--- src/rtl/aes_block_loader.sv ---
`default_nettype none
// +----------------------------------------------------------------------------+
// | Module : aes_block_loader                                                  |
// | Frames an 8-bit byte stream into a 128-bit key / ciphertext block for the |
// | decrypt core. Optional macro AES_LOADER_STATS_EN adds blk/err counters.   |
// | Rev    : 1.0 - initial release                                             |
// +----------------------------------------------------------------------------+
module aes_block_loader #(
  parameter int unsigned TIMEOUT_CYCLES = 1024,
  parameter logic [7:0]  CMD_KEY        = 8'h4B,
  parameter logic [7:0]  CMD_CT         = 8'h43
) (
  input  logic         clk,
  input  logic         rst,
  input  logic [7:0]   in_data,
  input  logic         in_valid,
  output logic         in_ready,
  output logic [127:0] cipher_text,
  output logic [127:0] key,
  output logic         blk_valid,
  input  logic         blk_ready,
  output logic         key_loaded,
  output logic         err_cmd,
  output logic         err_nokey,
  output logic         err_timeout
`ifdef AES_LOADER_STATS_EN
  ,
  output logic [15:0]  blk_count,
  output logic [15:0]  err_count
`endif
);

  localparam logic [1:0] c_IDLE  = 2'd0;
  localparam logic [1:0] c_KEY   = 2'd1;
  localparam logic [1:0] c_CT    = 2'd2;
  localparam logic [1:0] c_ISSUE = 2'd3;

  logic [1:0]   r_state;
  logic [1:0]   w_next_state;
  logic         r_in_ready;
  // Only 15 bytes are ever held: the 16th is taken straight from in_data on commit.
  logic [119:0] r_shadow;
  logic [3:0]   r_cnt;
  logic [127:0] r_key;
  logic [127:0] r_ct;
  logic         r_blk_valid;
  logic         r_key_loaded;
  logic         r_err_cmd;
  logic         r_err_nokey;
  logic         r_err_tmo;

  logic         w_xfer;
  logic         w_blk_xfer;
  logic         w_in_frame;
  logic         w_last;
  logic         w_tmo_hit;
  logic         w_frame_start;
  logic         w_shift;
  logic         w_key_commit;
  logic         w_ct_commit;
  logic         w_err_cmd;
  logic         w_err_nokey;

  assign w_xfer     = in_valid && r_in_ready;
  assign w_blk_xfer = r_blk_valid && blk_ready;
  assign w_in_frame = (r_state == c_KEY) || (r_state == c_CT);
  assign w_last     = (r_cnt == 4'hF);

  generate
    if (TIMEOUT_CYCLES != 0) begin : g_tmo
      localparam int c_TMO_W = (TIMEOUT_CYCLES > 1) ? $clog2(TIMEOUT_CYCLES + 1) : 1;
      localparam logic [c_TMO_W-1:0] c_TMO_LAST = c_TMO_W'(TIMEOUT_CYCLES - 1);
      logic [c_TMO_W-1:0] r_tmo;

      // Abort fires on the edge where the idle count would reach TIMEOUT_CYCLES.
      assign w_tmo_hit = w_in_frame && !w_xfer && (r_tmo == c_TMO_LAST);

      always_ff @(posedge clk) begin
        if (rst || !w_in_frame || w_xfer || w_tmo_hit) begin
          r_tmo <= '0;
        end else begin
          r_tmo <= r_tmo + c_TMO_W'(1);
        end
      end
    end else begin : g_no_tmo
      assign w_tmo_hit = 1'b0;
    end
  endgenerate

  // State register
  always_ff @(posedge clk) begin
    if (rst) begin
      r_state <= c_IDLE;
    end else begin
      r_state <= w_next_state;
    end
  end

  // Next-state logic
  always_comb begin
    w_next_state = r_state;
    case (r_state)
      c_IDLE: begin
        if (w_xfer) begin
          if (in_data == CMD_KEY) begin
            w_next_state = c_KEY;
          end else if (in_data == CMD_CT) begin
            w_next_state = c_CT;
          end
        end
      end
      c_KEY: begin
        if ((w_xfer && w_last) || w_tmo_hit) begin
          w_next_state = c_IDLE;
        end
      end
      c_CT: begin
        if (w_xfer && w_last) begin
          w_next_state = r_key_loaded ? c_ISSUE : c_IDLE;
        end else if (w_tmo_hit) begin
          w_next_state = c_IDLE;
        end
      end
      c_ISSUE: begin
        if (w_blk_xfer) begin
          w_next_state = c_IDLE;
        end
      end
      default: w_next_state = c_IDLE;
    endcase
  end

  // Output / datapath control decode
  always_comb begin
    w_err_cmd     = 1'b0;
    w_frame_start = 1'b0;
    w_shift       = 1'b0;
    w_key_commit  = 1'b0;
    w_ct_commit   = 1'b0;
    w_err_nokey   = 1'b0;
    case (r_state)
      c_IDLE: begin
        if (w_xfer) begin
          if ((in_data == CMD_KEY) || (in_data == CMD_CT)) begin
            w_frame_start = 1'b1;
          end else begin
            w_err_cmd = 1'b1;
          end
        end
      end
      c_KEY: begin
        w_shift      = w_xfer;
        w_key_commit = w_xfer && w_last;
      end
      c_CT: begin
        w_shift     = w_xfer;
        w_ct_commit = w_xfer && w_last && r_key_loaded;
        w_err_nokey = w_xfer && w_last && !r_key_loaded;
      end
      default: begin
        w_shift = 1'b0;
      end
    endcase
  end

  always_ff @(posedge clk) begin
    if (rst) begin
      r_in_ready   <= 1'b0;
      r_shadow     <= '0;
      r_cnt        <= '0;
      r_key        <= '0;
      r_ct         <= '0;
      r_blk_valid  <= 1'b0;
      r_key_loaded <= 1'b0;
      r_err_cmd    <= 1'b0;
      r_err_nokey  <= 1'b0;
      r_err_tmo    <= 1'b0;
    end else begin
      r_in_ready <= (w_next_state != c_ISSUE);

      if (w_frame_start || w_tmo_hit) begin
        r_shadow <= '0;
        r_cnt    <= '0;
      end else if (w_shift) begin
        r_shadow <= {r_shadow[111:0], in_data};
        r_cnt    <= r_cnt + 4'd1;
      end

      if (w_key_commit) begin
        r_key        <= {r_shadow, in_data};
        r_key_loaded <= 1'b1;
      end

      if (w_ct_commit) begin
        r_ct        <= {r_shadow, in_data};
        r_blk_valid <= 1'b1;
      end else if (w_blk_xfer) begin
        r_blk_valid <= 1'b0;
      end

      r_err_cmd   <= w_err_cmd;
      r_err_nokey <= w_err_nokey;
      r_err_tmo   <= w_tmo_hit;
    end
  end

`ifdef AES_LOADER_STATS_EN
  logic [15:0] r_blk_count;
  logic [15:0] r_err_count;

  always_ff @(posedge clk) begin
    if (rst) begin
      r_blk_count <= '0;
      r_err_count <= '0;
    end else begin
      if (w_blk_xfer && (r_blk_count != 16'hFFFF)) begin
        r_blk_count <= r_blk_count + 16'd1;
      end
      if ((w_err_cmd || w_err_nokey || w_tmo_hit) && (r_err_count != 16'hFFFF)) begin
        r_err_count <= r_err_count + 16'd1;
      end
    end
  end

  assign blk_count = r_blk_count;
  assign err_count = r_err_count;
`endif

  assign in_ready    = r_in_ready;
  assign cipher_text = r_ct;
  assign key         = r_key;
  assign blk_valid   = r_blk_valid;
  assign key_loaded  = r_key_loaded;
  assign err_cmd     = r_err_cmd;
  assign err_nokey   = r_err_nokey;
  assign err_timeout = r_err_tmo;

endmodule
`default_nettype wire

--- config.mk ---
export PLATFORM = sky130hd
export DESIGN_NAME = aes_block_loader
export DESIGN_NICKNAME = d
export VERILOG_FILES = /design/src/rtl/aes_block_loader.sv
export SDC_FILE = /design/constraint.sdc
export NUM_CORES = 1
export LEC_CHECK = 0
export ABC_AREA = 0
export ABC_CLOCK_PERIOD_IN_PS = 2750
export BUFFER_PORTS_ARGS = -buffer_cell sky130_fd_sc_hd__buf_2
export CAP_MARGIN = 20
export CORE_MARGIN = 2
export CORE_UTILIZATION = 44
export DETAILED_ROUTE_END_ITERATION = 10
export GPL_TIMING_DRIVEN = 0
export PLACE_DENSITY = 0.75
export RECOVER_POWER = 50
export SETUP_SLACK_MARGIN = 0.4
export SLEW_MARGIN = 20
export SYNTH_ARGS = -nofsm -noshare
export SYNTH_HDL_FRONTEND = slang
export SYNTH_SLANG_ARGS = --single-unit
export TNS_END_PERCENT = 1
--- constraint.sdc ---
create_clock -name clk -period 2.75 [get_ports clk]
set_input_delay 0.1375 -clock clk [delete_from_list [all_inputs] [get_ports clk]]
set_output_delay 0.1375 -clock clk [all_outputs]
set_load 0.005 [all_outputs]
* Word level (Yosys, flattened, before mapping)
Index checks and enable logic that the tools add are counted.
** Word-level totals
- Register bits after elaboration :: 399
- Output and inout port bits :: 262
- Logic and storage cells :: 66
** Operators by class
- $add $sub $neg :: 2
- Eq/ne operators :: 8
- Multiplexer cells :: 18
- Bitwise gates (word level) :: 3
- Reduce and logical (&&, ||, !) cells :: 23
** Operators by type and width (number)
- == test 8 x 7 -> 1 bit, second input constant :: 2
- 2-to-1 mux 2 bit :: 8
- adder 11 x 1 -> 11 bit, second input constant :: 1
- == test 11 x 10 -> 1 bit, second input constant :: 1
- 2-to-1 mux 1 bit :: 9
- one-hot mux 2 bit (4 select lines) :: 1
- logical AND 1 bit :: 7
- logical OR 1 bit :: 7
- OR reduction 2 bit :: 3
- adder 4 x 1 -> 4 bit, second input constant :: 1
- == test 2 bit, second input constant :: 2
- == test 4 bit, second input constant :: 1
- logical NOT 1 bit :: 3
- NOT 1 bit :: 3
- OR reduction 3 bit :: 1
- == test 2 x 1 -> 1 bit, second input constant :: 1
- logical NOT 2 bit :: 1
- != test 2 bit, second input constant :: 1
- nonzero test 2 bit :: 1

* Logic depth before layout (Yosys ltp)
Gate-level depths: netlist of the first run.
- Depth in word-level cells :: 8
- Gate-level depth with buffers :: 9

* Least setup slack after synthesis of the first run
No wires, ideal clock.
- Kind :: register to register
- From :: reg r_state[1]
- To :: reg r_shadow[10]
- Setup time :: 0.114 ns
- Arrival :: 1.856 ns
- Data required time :: 2.636 ns
- Setup slack :: 0.780 ns
- Cell stages (with the launch flop) :: 10
- Path buffers :: 3
- Period minus slack after synthesis :: 1.970 ns
- Cell sequence :: dfxtp_1 inv_1 ha_1 a21bo_2 nor4_1 or3_1 buf_4 buf_6 buf_8 a21oi_2
** On the way
- Longest elaborated chain between the ends :: 6
- Elaborated cells between the ends (all ways) :: 11
** Ends and longest elaborated chain
- from (decl) :: line 38 : logic [1:0] r_state;
- from (signal assigned) :: line 93 : r_state <= c_IDLE;
- from (signal assigned) :: line 95 : r_state <= w_next_state;
- == test 2 x 1 -> 1 bit or == test 2 bit (tied branches) :: line 66, 141
- logical OR 1 bit :: line 66 : assign w_in_frame = (r_state == c_KEY) || (r_state == c_CT);
- logical AND 1 bit (2 in a row) :: line 76 : assign w_tmo_hit = w_in_frame && !w_xfer && (r_tmo == c_TMO_LAST);
- logical OR 1 bit :: line 181 : if (w_frame_start || w_tmo_hit) begin
- OR reduction 2 bit (no source line)
- to (signal assigned) :: line 185 : r_shadow <= {r_shadow[111:0], in_data};
- to (decl) :: line 42 : logic [119:0] r_shadow;
Parallel ways exist; a longest one is shown, timed or not.
A chain may end at the register's enable or synchronous reset.

* Worst setup path in the final report of the first run
- From :: reg r_cnt[0]
- To :: reg r_ct[115] (netlist: cipher_text[115])
** On the way
- Longest elaborated chain between the ends :: 4
** Ends and longest elaborated chain
- from (decl) :: line 43 : logic [3:0] r_cnt;
- from (signal assigned) :: line 186 : r_cnt <= r_cnt + 4'd1;
- == test 4 bit :: line 67 : assign w_last = (r_cnt == 4'hF);
- logical AND 1 bit (2 in a row) :: line 157 : w_ct_commit = w_xfer && w_last && r_key_loaded;
- 2-to-1 mux 1 bit :: line 141 : case (r_state)
- to (signal assigned) :: line 195 : r_ct <= {r_shadow, in_data};
- to (decl) :: line 45 : logic [127:0] r_ct;
No other way between the ends.

==> flow_metrics.tcl, run 1 <==
set metrics [dict create \
    critical_path_buf_inv_count 3 \
    cts_tree "done" \
    cts_root_buf "clkbuf_16" \
    status "complete, no violations" \
    fmax_mhz 421 \
    drt_iter0_markers 832 \
    numCtsBuffers 41 \
    mostFrequentLayoutCell "nand2_1" \
    viasPerCell 5.11 \
    die_area_um2 33100 \
    routed_wirelength_mm 40.7 \
    slew_viol_final 0 \
    path_delay_family "buffers and inverters" \
    dpl.hpwl_mm 28.4 \
    cp_num_cells 8 \
    coreArea_um2 31400 \
    register_area_um2 7990 \
    cp.arrival_ns 2.81 \
    synth_cell_types 37 \
    grt_setup_unrepaired "true" \
    setup_viol 0 \
    fillers 2979 \
    multi_input_area_um2 5340 \
    synth_area_leader_cell "dfxtp_1" \
    die_y_um 182 \
    overflow 0 \
    grt_max_degree 15 \
    async_flop_share 0 \
    critical_path.cell_chain "ha_1 > and4_1 > clkbuf_1 > and4_1 > clkbuf_1 > buf_2 > nand2_1 > a21oi_1" \
    ios 274 \
    io_buffers 273 \
    slew_headroom 0.383 \
    worst_pin_slew_ns 0.925 \
    fp-row-count 65 \
    yosys-top-cells-area "dfxtp_1, nand2_1, a21oi_1" \
    antenna_found_initial 1 \
    setup_tns_ns 0 \
    reg2regPathDepth 8 \
    dieWidth_um 182 \
    synth_edf_count 0 \
    period_needed_ns 2.37 \
    drive_gt1_frac 0.128 \
    fin_util 0.545 \
    synthFlopType "dfxtp_1" \
    slowest_stage "clkbuf_1" \
    grt_use_total 0.239 \
    gp_congestion 0.883 \
    syn2layout_area_growth_pct 22.8 \
    holdPathStages 3 \
    grt_pass1_vias 12100 \
    powerDensity_nw_per_um2 684 \
    h-tree-depth 2 \
    start_util 0.443 \
    cts.clk_slew.worst_paths_ns 0.06 \
    final-hold-violation-count 0 \
    setup.worst_path.start_class "flip-flop" \
    syn_area_um2 13900 \
    vias 12800 \
    routedWlPerCell_um 16.3 \
    ant_nets 0 \
    worstPathMaxFanout 10 \
    required_ns 3.19 \
    crit_path_max_incr_delay_ns 0.48 \
    finalCritPeriodShare 0.863 \
    syn_nets 1765 \
    synth_top_area_share 0.574 \
    yosys_warnings 0 \
    fin_worst_skew_ns 0.0134 \
    syn_inst 1747 \
    ys_seq_area_frac 0.574 \
    hp-class "in2reg" \
    cts.path.max_buffers 3 \
    drt_first_pass_iters 7 \
    worstSetupEndpointType "flip-flop" \
    fin_nets 2090 \
    grt_pass1_wl_mm 63.5 \
    drcViolationCount 0 \
    cap_violations 0 \
    vdd_drop_max_mv 0.454 \
    p_leak_nw 6.11 \
    path_class "reg2reg" \
    avgSynthCellArea_um2 7.97 \
    cts_sinks 399 \
    whs_ns 0.0482 \
    clk_latency_ns 0.52 \
    synth_seq_cells 399 \
    final_cell_mix "nand2_1, dfxtp_1, a21oi_1" \
]
[power by group]
part / internal [mW] / switching [mW]
logic: 0.0617 / 0.179
registers: 5.78 / 0.00709
clock network: 3.44 / 2.23
total: 9.28 / 2.41
[stage by stage]
| stage | std cells | instance area [um2] | total power [mW] | setup slack (ns) |
|---|---|---|---|---|
| 4_1_cts | 2501 | 17300 | 11.8 | 0.155 |
| 6_report | 2502 | 17100 | 11.7 | 0.376 |
| 3_5_place_dp | 2422 | 15800 | 6.15 | -0.00693 |
| 5_1_grt | 2501 | 17100 | 12.0 | 0.177 |
| 2_1_floorplan | 1747 | 13900 | 6.06 | 0.780 |
| 3_3_place_gp | 2422 | 15800 | 6.14 | 0.0281 |
[worst paths after layout]
path	from	end	slack, ns
hold reg to reg	key[119]$_SDFFE_PP0P_	key[119]$_SDFFE_PP0P_	0.45
setup / recovery	r_cnt[0]$_SDFFE_PP0P_	cipher_text[115]$_SDFFE_PP0P_	0.38
setup reg to reg	r_cnt[0]$_SDFFE_PP0P_	cipher_text[115]$_SDFFE_PP0P_	0.38
hold / removal	in_valid	g_tmo.r_tmo[10]$_SDFF_PP0_	0.05
[synth_stat cells (3+ instances only)]
cell / number
nand2_1: 761
dfxtp_1: 399
a21oi_1: 369
clkbuf_1: 83
buf_2: 36
nor2_1: 18
a21oi_2: 10
xor2_1: 7
buf_6: 6
ha_1: 6
nand3_1: 5
and3_1: 4
inv_1: 4
nand4_1: 4
xnor2_1: 4
and4_1: 3
nor3_1: 3
[final cells by class]
class	instances	area share
clock buffers	54	0.0658
repair buffers	282	0.0761
well taps	402	0.0294
clock inverters	16	0.0138
inverters	4	0.000878
plain buffers	129	0.0348
multi-input cells	1215	0.312
flip-flops and latches	399	0.467
diodes	1	0.000146
[registers in the layout (all words and copies together), names as in the netlist, 2 cells and up]
signal,count
r_shadow,120
g_tmo.r_tmo,11
r_cnt,4
key,128
cipher_text,128
r_state,2
[worst register-to-register path: cells and delay by family (launching register included)]
kind                       cells  cell delay [ns]
DFF                            1             0.38
adders and majority gates      1             0.18
and+or+nand+nor                3             0.56
AOI/OAI and AO/OA              1             0.15
buffers and inverters          3             1.04
[per-layer routing]
metal  global-route usage  part of all wire  vias to the layer above  wire length, um
met5                    0                 0                        -                0
met4               0.0690             0.023                        0              923
met3               0.0505             0.074                       65             3010
met2                0.402              0.46                      470            18900
met1                0.309              0.44                     5950            17900
li1                     -                 -                     6296                -
[repair_timing]
item	in CTS	in global routing
buffers inserted	0	0
setup endpoints to repair	293	218
resized for setup	6	8
hold buffers	9	0
hold endpoints to repair	25	0
[cells by family (layout without fill, tap and decap cells)]
group                      count (synthesis)  after routing  share of synthesized area
AOI/OAI and AO/OA                        386            386                      0.144
muxes                                      1              1                   0.000719
and+or+nand+nor                          811            811                      0.226
other                                      0              1                          0
DFF                                      399            399                      0.574
adders and majority gates                  6              6                    0.00539
buffers and inverters                    133            485                     0.0434
xor gates and xnor gates                  11             11                    0.00692
(Power assumes the default switching activity.)
==> run 2: changes to the inputs <==
Settings changed: CELL_PAD_IN_SITES_DETAIL_PLACEMENT from default to 1, CELL_PAD_IN_SITES_GLOBAL_PLACEMENT from default to 2, CORE_UTILIZATION 44 to 31, PLACE_DENSITY 0.75 to 0.87.
==> run 2 against run 1 <==
Compared with the run above:
- clock-buffer cell count is 9 higher
- critical endpoint is now key[110]$_SDFFE_PP0P_
- sequential share of layout area is 1.3 points lower
- largest power group is now the clock network
- first-iteration DRC count is 40% lower
- wire length is 19% higher
==> flow_metrics.tcl, run 2 (synthesis gave the netlist of run 1 again) <==
set metrics [dict create \
    worst_pin_slew_ns 0.925 \
    required_ns 3.24 \
    h-tree-depth 2 \
    die_area_um2 46600 \
    comb_power_share 0.020 \
    antenna_found_initial 2 \
    clock_power_share 0.518 \
    fillers 5527 \
    dpl.hpwl_mm 34.1 \
    cts_tree "done" \
    hp-class "in2reg" \
    final-hold-violation-count 0 \
    slew_viol_final 0 \
    p_sw_frac 0.214 \
    finalCritPeriodShare 0.870 \
    fp-row-count 77 \
    worstSetupEndpointType "flip-flop" \
    hp-start "rst" \
    routedWlPerCell_um 17.9 \
    final_area_um2 17600 \
    grt_max_degree 14 \
    viasPerCell 4.77 \
    dieWidth_um 216 \
    wl_met3_mm 2.55 \
    fin_worst_skew_ns 0.0177 \
    wirelength_met1_mm 21.9 \
    cts.path.max_buffers 3 \
    vdd_drop_max_mv 0.380 \
    routed_wirelength_mm 48.3 \
    min_to "g_tmo.r_tmo[1]$_SDFF_PP0_" \
    cap_violations 0 \
    met2_length_mm 22.9 \
    setup_viol 0 \
    grt_pass1_wl_mm 74.8 \
    io_buffers 273 \
    p_seq_frac 0.462 \
    r2r_slack_ns 0.36 \
    reg2reg_from "r_cnt[1]$_SDFFE_PP0P_" \
    slew_headroom 0.383 \
    place_area_um2 16000 \
    path_class "reg2reg" \
    final_cells 2704 \
    start_util 0.314 \
    r2r-end "key[110]$_SDFFE_PP0P_" \
    worstPathMaxFanout 10 \
    top_layer "met5" \
    power.net_switching_mw 2.68 \
    overflow 0 \
    coreArea_um2 44300 \
    drt_iter0_markers 503 \
    period_needed_ns 2.39 \
    p_leak_nw 6.21 \
    syn2layout_area_growth_pct 26.4 \
    die_y_um 216 \
    gp_congestion 0.768 \
    fin_nets 2096 \
    mostFrequentLayoutCell "nand2_1" \
    critPathLaunch "r_cnt[1]$_SDFFE_PP0P_" \
    grt_setup_unrepaired "true" \
    cts_sinks 399 \
    holdPathStages 4 \
    cp.arrival_ns 2.88 \
    p_int_mw 9.85 \
    grt_pass1_vias 13300 \
    ios 274 \
    status "complete, no violations" \
    final_cell_mix "nand2_1, dfxtp_1, a21oi_1" \
    drt_first_pass_iters 5 \
    cts_root_buf "clkbuf_16" \
    powerDensity_nw_per_um2 712 \
    reg2regPathDepth 8 \
    drive_gt1_frac 0.128 \
    setup.worst_path.start_class "flip-flop" \
    drcViolationCount 0 \
    whs_ns 0.259 \
    clk_latency_ns 0.57 \
    fmax_mhz 418 \
    ant_nets 0 \
    grt_use_total 0.202 \
    dp.cells 2613 \
    numCtsBuffers 45 \
    vias 12900 \
    cts.clk_slew.worst_paths_ns 0.06 \
]
## run 2: changes by cell type in the layout (fill, tap and decap cells not counted), sizes merged
cell,previous run,this run
inv,5,6
clkbuf,268,287
clkinvlp,1,2
clkinv,8,6
bufinv,6,7
dlygate4sd3,9,10
buf,188,179
## run 2: worst max path at each step
stage | end | slack (ns) | cells after the start
3_3_place_gp | r_shadow[5]$_SDFFE_PP0P_ | -0.15 | 8
6_report | key[110]$_SDFFE_PP0P_ | 0.36 | 8
5_1_grt | key[110]$_SDFFE_PP0P_ | 0.16 | 8
4_1_cts | key[110]$_SDFFE_PP0P_ | 0.31 | 8
2_1_floorplan | r_shadow[10]$_SDFFE_PP0P_ | 0.78 | 9
3_5_place_dp | r_shadow[5]$_SDFFE_PP0P_ | -0.17 | 8
## run 2: stage by stage
step           total power, mW  worst slack, ns  setup TNS, ns   util
4_1_cts                   12.7            0.309              0  0.401
2_1_floorplan             6.06            0.780              0      -
3_5_place_dp              6.16           -0.171          -2.69  0.362
5_1_grt                   12.9            0.164              0  0.397
3_3_place_gp              6.16           -0.149          -2.43  0.362
6_report                  12.5            0.358              0  0.397
## run 2: layer usage
metal	vias up	GRT usage
met5	-	0
met4	2	0.0450
met3	69	0.0468
met2	257	0.343
met1	6258	0.262
li1	6309	-
## run 2: layout make-up
class	count	area [um2]	share of cell area
Buffer	129	607	0.0345
Inverter	4	15.0	0.000853
Timing Repair Buffer	284	1310	0.0742
Clock inverter	17	279	0.0159
Clock buffer	63	1320	0.0748
Antenna cell	1	2.50	0.000142
Tap cell	592	741	0.0421
Sequential cell	399	7990	0.454
Multi-Input combinational cell	1215	5350	0.304
## run 2: power groups by stage
stage	logic (mW)	registers, mW	clock network [mW]
CTS	0.256	5.79	6.62
floorplan	0.144	5.92	0
global route	0.276	5.79	6.88
global placement	0.236	5.92	0
finish	0.250	5.79	6.49
detailed placement	0.241	5.92	0
## run 2: worst max-delay path, cell delays in order (launching register included)
cell and delay (ns):
dfxtp_1 0.38, ha_1 0.20, and4_1 0.19, clkbuf_1 0.23, and3_1 0.24, clkbuf_1 0.49, buf_2 0.33, nand2_1 0.08
a21oi_1 0.16
## run 2: repair_timing
item	4_1_cts	5_1_grt
endpoints found under the hold margin	28	0
gates resized for setup	12	7
setup endpoints to repair	237	299
buffers inserted	0	0
pin swaps	0	0
hold buffers	10	0
